--- config.mk ---
export PLATFORM = sky130hd
export DESIGN_NAME = trigger_debounce
export DESIGN_NICKNAME = d
export VERILOG_FILES = /design/src/rtl/trigger_debounce.sv
export SDC_FILE = /design/constraint.sdc
export NUM_CORES = 1
export LEC_CHECK = 0
export CAP_MARGIN = 10
export CORE_AREA = 3 3 82 61
export CTS_CLUSTER_DIAMETER = 80
export CTS_CLUSTER_SIZE = 40
export DETAILED_ROUTE_END_ITERATION = 10
export DIE_AREA = 0 0 85 64
export PLACE_DENSITY = 0.5
export SYNTH_ARGS = -nofsm -noshare
export SYNTH_HDL_FRONTEND = slang
export SYNTH_SLANG_ARGS = --single-unit
--- constraint.sdc ---
create_clock -name clk -period 3.6 [get_ports clk]
set_clock_uncertainty 0.05 [all_clocks]
set_input_delay 1.08 -clock clk [delete_from_list [all_inputs] [get_ports clk]]
set_output_delay 1.08 -clock clk [all_outputs]
set_load 0.01 [all_outputs]
--- src/rtl/trigger_debounce.sv ---
// trigger_debounce: synchronise and debounce an asynchronous trigger input.
//
// Turns a bouncy, asynchronous trigger source into a clean, glitch-free level
// for the single-cycle pulse generator downstream. Transitions that start but
// never settle are counted as bounces for diagnostics.
//
// Ports:
//   clk          in   sole clock, all logic on the rising edge
//   rst_n        in   synchronous active-low reset
//   raw_in       in   asynchronous raw trigger
//   level_out    out  debounced level (feeds downstream trigger_in)
//   busy         out  high while a candidate transition is being qualified
//   bounce_err   out  one-cycle pulse after a candidate transition is aborted
//   bounce_count out  saturating count of aborted transitions
module trigger_debounce #(
    parameter int SYNC_STAGES     = 2,
    parameter int DEBOUNCE_CYCLES = 1000,
    parameter int CNT_WIDTH       = 16
) (
    input  logic       clk,
    input  logic       rst_n,
    input  logic       raw_in,
    output logic       level_out,
    output logic       busy,
    output logic       bounce_err,
    output logic [7:0] bounce_count
);

    // Bit 1 is the debounced level and bit 0 marks a qualification in
    // progress, so both outputs come straight from the state register.
    localparam logic [1:0] STABLE_LOW  = 2'b00;
    localparam logic [1:0] CHECK_HIGH  = 2'b01;
    localparam logic [1:0] STABLE_HIGH = 2'b10;
    localparam logic [1:0] CHECK_LOW   = 2'b11;

    localparam logic [CNT_WIDTH-1:0] CNT_LAST = CNT_WIDTH'(DEBOUNCE_CYCLES - 1);
    localparam logic [CNT_WIDTH-1:0] CNT_ONE  = CNT_WIDTH'(1);
    localparam bit                   SINGLE   = (DEBOUNCE_CYCLES == 1);

    logic [SYNC_STAGES-1:0] sync_q, sync_d;
    logic [1:0]             state_q, state_d;
    logic [CNT_WIDTH-1:0]   cnt_q, cnt_d;
    logic                   bounce_err_q, bounce_err_d;
    logic [7:0]             bounce_count_q, bounce_count_d;
    logic                   s;
    logic                   abort;

    // Plain shift chain; nothing may sit between the synchroniser stages.
    assign sync_d = {sync_q[SYNC_STAGES-2:0], raw_in};
    assign s      = sync_q[SYNC_STAGES-1];

    always_comb begin
        state_d = state_q;
        cnt_d   = cnt_q;
        abort   = 1'b0;
        case (state_q)
            STABLE_LOW: begin
                if (s) begin
                    state_d = SINGLE ? STABLE_HIGH : CHECK_HIGH;
                    cnt_d   = SINGLE ? '0 : CNT_ONE;
                end
            end
            CHECK_HIGH: begin
                if (!s) begin
                    state_d = STABLE_LOW;
                    cnt_d   = '0;
                    abort   = 1'b1;
                end else if (cnt_q == CNT_LAST) begin
                    state_d = STABLE_HIGH;
                    cnt_d   = '0;
                end else begin
                    cnt_d = cnt_q + CNT_ONE;
                end
            end
            STABLE_HIGH: begin
                if (!s) begin
                    state_d = SINGLE ? STABLE_LOW : CHECK_LOW;
                    cnt_d   = SINGLE ? '0 : CNT_ONE;
                end
            end
            CHECK_LOW: begin
                if (s) begin
                    state_d = STABLE_HIGH;
                    cnt_d   = '0;
                    abort   = 1'b1;
                end else if (cnt_q == CNT_LAST) begin
                    state_d = STABLE_LOW;
                    cnt_d   = '0;
                end else begin
                    cnt_d = cnt_q + CNT_ONE;
                end
            end
        endcase
    end

    assign bounce_err_d   = abort;
    assign bounce_count_d = (abort && bounce_count_q != 8'hFF) ? bounce_count_q + 8'd1
                                                                : bounce_count_q;

    always_ff @(posedge clk) begin
        if (!rst_n) begin
            sync_q         <= '0;
            state_q        <= STABLE_LOW;
            cnt_q          <= '0;
            bounce_err_q   <= 1'b0;
            bounce_count_q <= '0;
        end else begin
            sync_q         <= sync_d;
            state_q        <= state_d;
            cnt_q          <= cnt_d;
            bounce_err_q   <= bounce_err_d;
            bounce_count_q <= bounce_count_d;
        end
    end

    assign level_out    = state_q[1];
    assign busy         = state_q[0];
    assign bounce_err   = bounce_err_q;
    assign bounce_count = bounce_count_q;

endmodule
* Yosys cells after proc, flatten, opt, wreduce, memory -nomap -nowiden *
Index checks and enable logic that the tools add are counted.

cells by class
  order comparisons = 0
  multiply operators = 0
  equality and inequality tests = 9
  reductions and logical operators = 4
  div/mod/pow operators = 0
  multiplexer cells = 16
  shift-type cells = 0
  add/subtract/negate cells = 2
  bitwise gates (word level) = 0

operators by type and width
  cell                                                               number
  16-bit 2-to-1 mux                                                  5
  16-bit case mux with 4 select lines                                1
  16-bit by 1-bit adder with 16-bit output, second input constant    1
  16-bit by 10-bit == test with 1-bit output, second input constant  1
  2-bit 2-to-1 mux                                                   6
  8-bit by 1-bit adder with 8-bit output, second input constant      1
  8-bit != test, second input constant                               1
  2-bit case mux with 4 select lines                                 1
  3-bit != test, second input constant                               2
  2-bit == test, second input constant                               2
  2-bit != test, second input constant                               2
  4-bit AND reduction                                                1
  2-bit by 1-bit == test with 1-bit output, second input constant    1
  2-bit logical NOT                                                  1
  1-bit 2-to-1 mux                                                   2
  1-bit case mux with 2 select lines                                 1
  2-bit AND reduction                                                1
  1-bit logical AND                                                  1

storage, ports and cells
  bits in latches = 0
  bits in writable memories = 0
  register bits = 29
  memories = 0
  output and inout bits = 11
  ROM bits = 0

* Depth between registers and ports, before layout *
  depth after elaboration = 4
  gate-level depth with buffers = 6

* Least setup slack after synthesis *
Ideal clock, no wire load.

  kind = input to register
  from = input rst_n
  to = register cnt_q[9]
  setup time = 0.074 ns
  data required time = 3.476 ns
  setup slack = 1.512 ns
  cell stages on the path = 6
  data arrival time = 1.964 ns
  path through = buf_2 > inv_1 > nor3_2 > buf_2 > o211ai_1 > a31oi_1

RTL lines
  item                  RTL line  text
  from (decl)           21        input logic rst_n,
  to (signal assigned)  110       cnt_q <= cnt_d;
  to (decl)             42        logic [CNT_WIDTH-1:0] cnt_q, cnt_d;

* Worst setup path in the final report *
  from = register state_q[0]
  to = output busy

RTL lines
  item                    RTL line  text
  from (decl)             41        logic [1:0] state_q, state_d;
  from (signal assigned)  109       state_q <= state_d;
  to (decl)               24        output logic busy,

No word-level cell between the ends.

==> summary.txt <==
Worst hold path
  • Hold WC Path Type: register to register
  • Worst hold start: sync_q[0]

Drt
  • DRT antenna net count: 0
  • Wire length per cell: 14.8 um
  • Final WL: 3.56 mm
  • Via/cell ratio: 5.87
  • Iter 0 DRT Violations: 178
  • DRC: 0
  • Via count: 1409
  • DR pass1 iterations: 4

Clock network
  • CTS HTree Levels: 2
  • Root buf cell: clkbuf_8
  • Cts hold-fix bufs: 0
  • Clock-pin slew on the worst setup and hold paths: 60 ps
  • Worst-Skew Late Latency: 290 ps
  • Setup bufs post-CTS: 0
  • CTS-repair resized insts: 0
  • Clock sink count: 29
  • CTS tree: built
  • Maximum root-to-sink buffer count: 2
  • Num CTS Buffers: 5

Setup path
  • Worst path depth: 1
  • Crit Path Class: register to output port
  • CP Launch Type: register
  • CP Data Arrival Time: 1380 ps
  • Crit path max-delay family: buffers and inverters
  • Crit end category: output port
  • WP buf/inv: 1
  • Slowest CP cell: clkdlybuf4s50_1
  • CP Data Required Time: 2470 ps
  • Cell Chain, Critical Path: clkdlybuf4s50_1
  • R2R Setup Slk: 1310 ps
  • Worst setup endpoint: busy
  • CP Launch Point: state_q[0]
  • Largest stage delay, worst path: 600 ps
  • R2R depth: 5
  • Crit Path Max Fanout: 9
  • Worst R2R Start: cnt_q[0]

Timing
  • Fin crit period: 2510 ps
  • RSZ-0062 raised after global routing: no
  • Worst slew margin: 0.430
  • Final hold vios: 0
  • Slew @ Worst Pin: 851 ps
  • Final Max Tran Viols: 0
  • TNS Setup: 0 ps
  • Endpoints failing setup: 0
  • Final worst-path cycle share: 0.698
  • Fmax: 398 MHz

Cells and area
  • Final instance area: 1750 um^2
  • P&R area growth vs syn: 19.0%
  • Count of nets after finishing: 189
  • Share of layout cells above drive strength 1: 0.0757
  • Antenna cells: 0

Logic synthesis
  • Synth Area in Adders: 0.0170
  • Main combinational cell family by area after synthesis: simple AND/OR/NAND/NOR gates
  • Mapped Nets: 178
  • Synth warn: 0
  • Synth Flop Type: dfxtp_1
  • Sequential area share after synthesis: 0.395
  • Post-synthesis xor/xnor area fraction: 0.0289
  • Synth Area in Compound Gates: 0.192
  • Count leader, synth: dfxtp_1
  • Yosys cell types: 40
  • Syn avg cell area: 8.51 um^2
  • Top cell type's share of synthesized area: 0.395
  • Post-synth top cells: 29 x dfxtp_1, 17 x a31oi_1, 13 x nand4_1, 12 x nand2_1, 11 x nand3_1
  • Post-synth design cell area: 1470 um^2
  • Leading area contributor after synthesis: dfxtp_1
  • Synth Area in Simple Gates: 0.298
  • EDFF count, synth: 0
  • Ranking of synthesized cells by area: dfxtp_1 39%, a31oi_1 7.2%, nand4_1 5.5%, nand3_1 3.7%, nand2_1 3.1%
  • Post-Syn Instances: 173
  • Synth Register Bits: 29
  • FFs w/ async S/R, synth: 0
  • Mux share of post-synthesis cell area: 0.0272

Power
  • Int Power: 0.564 mW
  • Sw Pwr: 0.155 mW
  • Overall power: 0.719 mW
  • Sequential share of power: 0.458
  • Power Dens Cells: 411 nW/um^2
  • Worst VDD drop: 173 uV
  • Lkg Pwr: 0.555 nW
  • Switching part of the total power: 0.216
  • Combinational power share: 0.048
  • Clk network pwr share: 0.493

Outcome
  • Status: finished clean

Flow run
  • Max-cap violations: 0

GRT
  • Vias in the first global route: 1273
  • First-pass GRT wire length: 6.22 mm
  • Global Route Usage Sum: 0.142
  • Antenna violations before repair: 0
  • Gr ovfl total: 0
  • Largest net degree at the start of global routing: 28

Placed design
  • Placed Area: 1630 um^2
  • Post-detailed-placement half-perimeter wirelength: 2.45 mm
  • PortBufs: 13
  • Placer Congestion: 0.770

Die
  • DIE AREA: 5440 um^2
  • Ports: 14
  • Core Box Area: 4280 um^2
  • Die W: 85 um
  • Std-Cell Rows: 20
  • Initial core utilization: 0.344
  • Die Ht: 64 um
metal layers:
layer  global-route usage  wire length [um]  up-vias
met5                    0                 0        -
met4               0.0356                27        0
met3               0.0619               273        4
met2                0.194              1450       39
met1                0.202              1810      664
li1                     -                 -      702
area by class of cell:
type | count | area [um^2]
fillers | 424 | 2530
multi-input cells | 130 | 828
flip-flops and latches | 29 | 581
repair buffers | 15 | 145
clock buffers | 7 | 86.3
well taps | 55 | 68.8
clock inverters | 1 | 30.0
inverters | 3 | 11.3
registers in the layout, indices dropped and copies added, names as in the netlist, named ones only:
signal and cells:
bounce_count 8, sync_q 2, bounce_err 1, cnt_q 16, state_q 1
placed cells by master, fill, tap and decap left out, types with 5 or more instances in the layout:
master           count
a31oi_1             17
nor3_1               6
nor4_1               5
nand4_1             13
dfxtp_1             29
a21oi_1              7
nand3_1             11
clkdlybuf4s50_1     13
nand2_1             12
o21ai_0              5
or4_1                5
clkbuf_8             6
nor2_1               8
logic make-up (layout without fill, tap and decap cells):
group	count (synthesis)	in the layout
buf+inv	14	26
xor+xnor	4	4
simple gates	77	77
flops	29	29
compound gates	43	43
fa+ha+maj	2	2
mux	4	4
power groups by stage:
stage               clock (mW)  sequential (mW)  combinational [mW]
floorplan                    0            0.336              0.0224
global placement             0            0.336              0.0340
detailed placement           0            0.337              0.0344
CTS                      0.362            0.329              0.0346
global route             0.382            0.330              0.0391
finish                   0.355            0.329              0.0348
worst min-delay path by stage:
stage               slack, ps         to  cells past startpoint
finish                    390  sync_q[1]                      1
floorplan                 360  sync_q[1]                      1
global placement          370  sync_q[1]                      1
global route              410  sync_q[1]                      1
detailed placement        380  sync_q[1]                      1
CTS                       400  sync_q[1]                      1
metrics by stage:
stage,hold WS (ps),std cells,worst slack (ps),util
3_5_place_dp,377,232,859,0.382
5_1_grt,409,240,1010,0.409
3_3_place_gp,368,232,929,0.382
6_report,389,240,1090,0.409
4_1_cts,395,240,1080,0.409
2_1_floorplan,362,173,1510,-
Note: power is estimated with default switching activity, not from simulation.
==> RTL edit 1 (same flow settings) <==
Set the parameter `SYNC_STAGES` to 4 (it was 2).
--- a/src/rtl/trigger_debounce.sv
+++ b/src/rtl/trigger_debounce.sv
@@ -14,5 +14,5 @@
 //   bounce_count out  saturating count of aborted transitions
 module trigger_debounce #(
-    parameter int SYNC_STAGES     = 2,
+    parameter int SYNC_STAGES     = 4,
     parameter int DEBOUNCE_CYCLES = 1000,
     parameter int CNT_WIDTH       = 16
Formal check against the unedited RTL: not equivalent (Yosys sat finds a counterexample within 4 cycles, from zero or initial values and one cycle with rst_n low).
==> RTL edit 1 against the unedited design <==
Area after synthesis down 3.2%. Highest routed layer unchanged. First-iteration DRC count fell by 38%. Largest cell class unchanged. Wire length down 7.7%. Global-route usage shrank 1.3 points. Synthesized cell count down 2.9%. Sequential cell count up 2. Setup slack worse by 140 ps. Fmax fell by 5.3%. Design area down 3.1%. Final cell count rose by 0.42%.
Power is not compared: it rests on default switching activity, and its combinational part moved more than twofold at a synthesized area within 25%.
==> RTL edit 1: results (changes against the unedited design) <==
synthesis:
  synthTopCellsByCount: "dfxtp_1, nor2_1, nand2_1"  # was dfxtp_1, a31oi_1, nand4_1
  synthCells: 168  # was 173
  synth-compound-area-share_pct: 16.7  # was 19.2%
  synth-seq-cells: 31  # was 29
  ys_types: 36  # was 40
  synth_xor_area_share_pct: 5.54  # was 2.89%
  synth_area_leaders: "dfxtp_1, nor2_1, nand2_1, a21oi_1, a31oi_1"  # was dfxtp_1, a31oi_1, nand4_1, nand3_1, nand2_1
  ys_seq_area_share_pct: 43.6  # was 39.5%
  synth_fa_ha_area_share_pct: 1.76  # was 1.70%
global_route:
  grtUsageMet2_pct: 16.7  # was 19.4%
  grt_pass1_vias: 1128  # was 1,273
  grt.met3_usage_pct: 5.15  # was 6.19%
  grt_pass1_wl_um: 5460  # was 6220 um
  grt_max_degree: 14  # was 28
  grt_usage_pct: 12.9  # was 14.2%
  grt_use_met1_pct: 18.9  # was 20.2%
placed_design:
  place.gp.congestion: 0.816  # was 0.770
  dp_cells: 233  # was 232
drt:
  route.vias.total: 1243  # was 1,409
  drtIter0Drc: 110  # was 178
  routed_wl_um: 3280  # was 3560 um
  wl_met3_um: 193  # was 273 um
  wl_met1_um: 1750  # was 1810 um
  highest_layer: "met4"  # unchanged
critical_path:
  worstSetupStartpoint: "rst_n"  # was state_q[0]
  crit_path_max_fanout: 12  # was 9
  reg2reg_slack_ps: 1200  # was 1310 ps
  arrival_ps: 2810  # was 1380 ps
  reg2regPathDepth: 6  # was 5
  reg2reg_from: "cnt_q[2]"  # was cnt_q[0]
  crit_end: "cnt_q[7]"  # was busy
cells_and_area:
  nets: 190  # was 189
  largest-register: "cnt_q"  # unchanged
  multi_input_gates: 127  # was 130
  sh_seq_area_pct: 36.6  # was 33.2%
  nFillCells: 442  # was 424
  drive_gt1_share_pct: 7.53  # was 7.57%
  multi_input_area_share_pct: 44.6  # was 47.3%
  bufAreaShareNonClock_pct: 8.56  # was 8.29%
  instances_no_fill: 241  # was 240
  num-nonclk-inverters: 5  # was 3
  clkbuf_count: 6  # was 7
worst_hold_path:
  hp-start: "sync_q[1]"  # was sync_q[0]
cts:
  cts_buffers: 5  # unchanged
outcome:
  outcome: "completed"  # unchanged
==> RTL edit 1: changes by cell type after synthesis, sizes merged, moves of 3 or more <==
cell / change
a21oi: +4
nand4: -11
or3: +3
a31oi: -9
nor2: +14
buf: -4
a22o: +4
nand2: +4
or4: -4
xnor2: +3
==> RTL edit 1: report_power, final <==
part / total [uW] / switching [uW] / internal (uW)
combinational: 16.3 / 9.42 / 6.85
sequential: 347 / 1.43 / 345
clock: 261 / 126 / 135
total: 623 / 137 / 487
==> RTL edit 1: logic make-up (layout without fill, tap and decap cells) <==
logic type,after synthesis,count (layout)
compound gates,37,37
flops,31,31
xor+xnor,9,9
simple gates,77,77
buf+inv,10,28
fa+ha+maj,2,2
mux,2,2
==> RTL edit 1: through the flow <==
step	worst slack, ps	utilization (%)	instance area (um2)
2_1_floorplan	1610	-	1420
3_3_place_gp	761	37.6	1610
3_5_place_dp	676	37.6	1610
4_1_cts	977	39.6	1700
5_1_grt	787	39.6	1700
6_report	947	39.6	1700
==> RTL edit 2 (config.mk and constraints unchanged) <==
Made on the original files. Remove the register `bounce_err_q`: a continuous assignment takes its place, so the output `bounce_err` follows one clock earlier.
--- a/src/rtl/trigger_debounce.sv
+++ b/src/rtl/trigger_debounce.sv
@@ -103,5 +103,4 @@
             state_q        <= STABLE_LOW;
             cnt_q          <= '0;
-            bounce_err_q   <= 1'b0;
             bounce_count_q <= '0;
         end else begin
@@ -109,8 +108,9 @@
             state_q        <= state_d;
             cnt_q          <= cnt_d;
-            bounce_err_q   <= bounce_err_d;
             bounce_count_q <= bounce_count_d;
         end
     end
+
+    assign bounce_err_q = bounce_err_d;
 
     assign level_out    = state_q[1];
Behaviour: not the same (a bounded check fails within 4 cycles, from zero or initial values and one cycle with rst_n low).
==> RTL edit 2 against the unedited design <==
Area after synthesis is 6.7% lower. Sequential power is 4% lower. Critical endpoint is now bounce_err. Design area is 8.4% lower. Setup slack worse by 250 ps. Combinational power is 36% lower. Non-clock buffer count is 2 lower. Global-route usage is 1.9 points lower. Clock power is 31% lower. Sequential cell count is 1 lower. Wire length is 14% lower. Total power is 19% lower.
==> RTL edit 2: results (changes against the unedited design) <==
outcome:
  outcome: "completed"  # unchanged
cells_and_area:
  n_antenna_cell: 0  # unchanged
  nets: 177  # was 189
  drive_gt1_share_pct: 6.43  # was 7.57%
  nFillCells: 441  # was 424
global_route:
  grt.met3_usage_pct: 3.61  # was 6.19%
  grt_use_met1_pct: 19.1  # was 20.2%
  busiest_layer: "met1"  # unchanged
  grtUsageMet2_pct: 16.8  # was 19.4%
  grt_pass1_vias: 1088  # was 1,273
  grt_pass1_wl_um: 5460  # was 6220 um
  grt_usage_pct: 12.3  # was 14.2%
  grt_max_degree: 19  # was 28
synthesis:
  synthTopCellsByCount: "dfxtp_1, nor2_1, nand2_1"  # was dfxtp_1, a31oi_1, nand4_1
  ys_seq_area_share_pct: 40.8  # was 39.5%
  synth-async-reset-ratio_pct: 0  # unchanged
  syn_nets: 165  # was 178
  ys_types: 37  # was 40
  synth_area_leaders: "dfxtp_1, xnor2_1, nor2_1, nand3_1, nand2_1"  # was dfxtp_1, a31oi_1, nand4_1, nand3_1, nand2_1
timing:
  tightest_slew_ps: 1060  # was 851 ps
placed_design:
  place.detailed.hpwl_um: 2200  # was 2450 um
  pre_cts_slack_ps: 591  # was 859 ps
  place.gp.congestion: 0.756  # was 0.770
worst_hold_path:
  whs_path_depth: 1  # unchanged
  hp-class: "flip-flop to flip-flop"  # unchanged
cts:
  cts_buffers: 3  # was 5
  h-tree-depth: 1  # was 2
  clk_latency_ps: 270  # was 290 ps
  clk_path_buf_depth: 2  # unchanged
drt:
  wl_per_cell_um: 13.5  # was 14.8 um
  vias_per_cell: 5.13  # was 5.87
  drtIter0Drc: 94  # was 178
power_and_ir_drop:
  ir_worst_vdd_v: 0.000186  # was 0.000173 V
  leakage_uw: 0.000516  # was 0.000555 uW
critical_path:
  reg2regPathDepth: 6  # was 5
  crit_path_max_fanout: 7  # was 9
RTL edit 2: changes by cell type in the layout (fill, tap and decap cells not counted), sizes merged, moves of 4 or more:
cell    unedited run  this run
nand4             14         6
nor2               8        18
xnor2              2         7
o21ai              5         9
a31oi             17         7
clkbuf             7         3
RTL edit 2: area by class of cell:
cell class / instances / share of cell area, %
repair buffers: 13 / 8.11
inverters: 4 / 0.936
clock buffers: 3 / 2.57
flip-flops and latches: 28 / 34.9
well taps: 55 / 4.29
multi-input cells: 122 / 47.3
clock inverters: 1 / 1.87
RTL edit 2: worst max-delay path, stage by stage, from the launching register on:
cell             delay (ps)
dfxtp_1                 450
xor2_2                  340
nor2_1                   80
clkdlybuf4s50_1         490
RTL edit 2: through the flow:
stage               area, um2  utilization (%)  cells
floorplan                1370                -    160
finish                   1600             37.5    226
global route             1600             37.5    226
global placement         1530             35.8    222
CTS                      1600             37.5    226
detailed placement       1530             35.8    222
RTL edit 2: routing by layer:
metal	part of all wire [%]	wire length (um)
met1	56	1720
met2	40	1210
met5	0	0
met3	4.1	125
met4	0	0
RTL edit 2: logic make-up after synthesis:
| family | synth area share [%] |
|---|---|
| simple gates | 28.3 |
| compound gates | 16.7 |
| flops | 40.8 |
| buf+inv | 3.92 |
| xor+xnor | 6.29 |
| mux | 2.19 |
| fa+ha+maj | 1.82 |
RTL edit 2: final timing paths:
path | slack, ps | startpoint | to
setup / recovery | 830 | flip-flop | bounce_err
hold / removal | 420 | sync_q[0] | sync_q[1]
setup reg to reg | 1310 | cnt_q[0] | cnt_q[15]
hold reg to reg | 420 | sync_q[0] | sync_q[1]
RTL edit 2: where the power goes:
group	switching (uW)	leakage [uW]	internal, uW
Combinational	13.7	0.000254	8.68
Clock	96.9	0.0000357	149
Sequential	3.24	0.000226	312
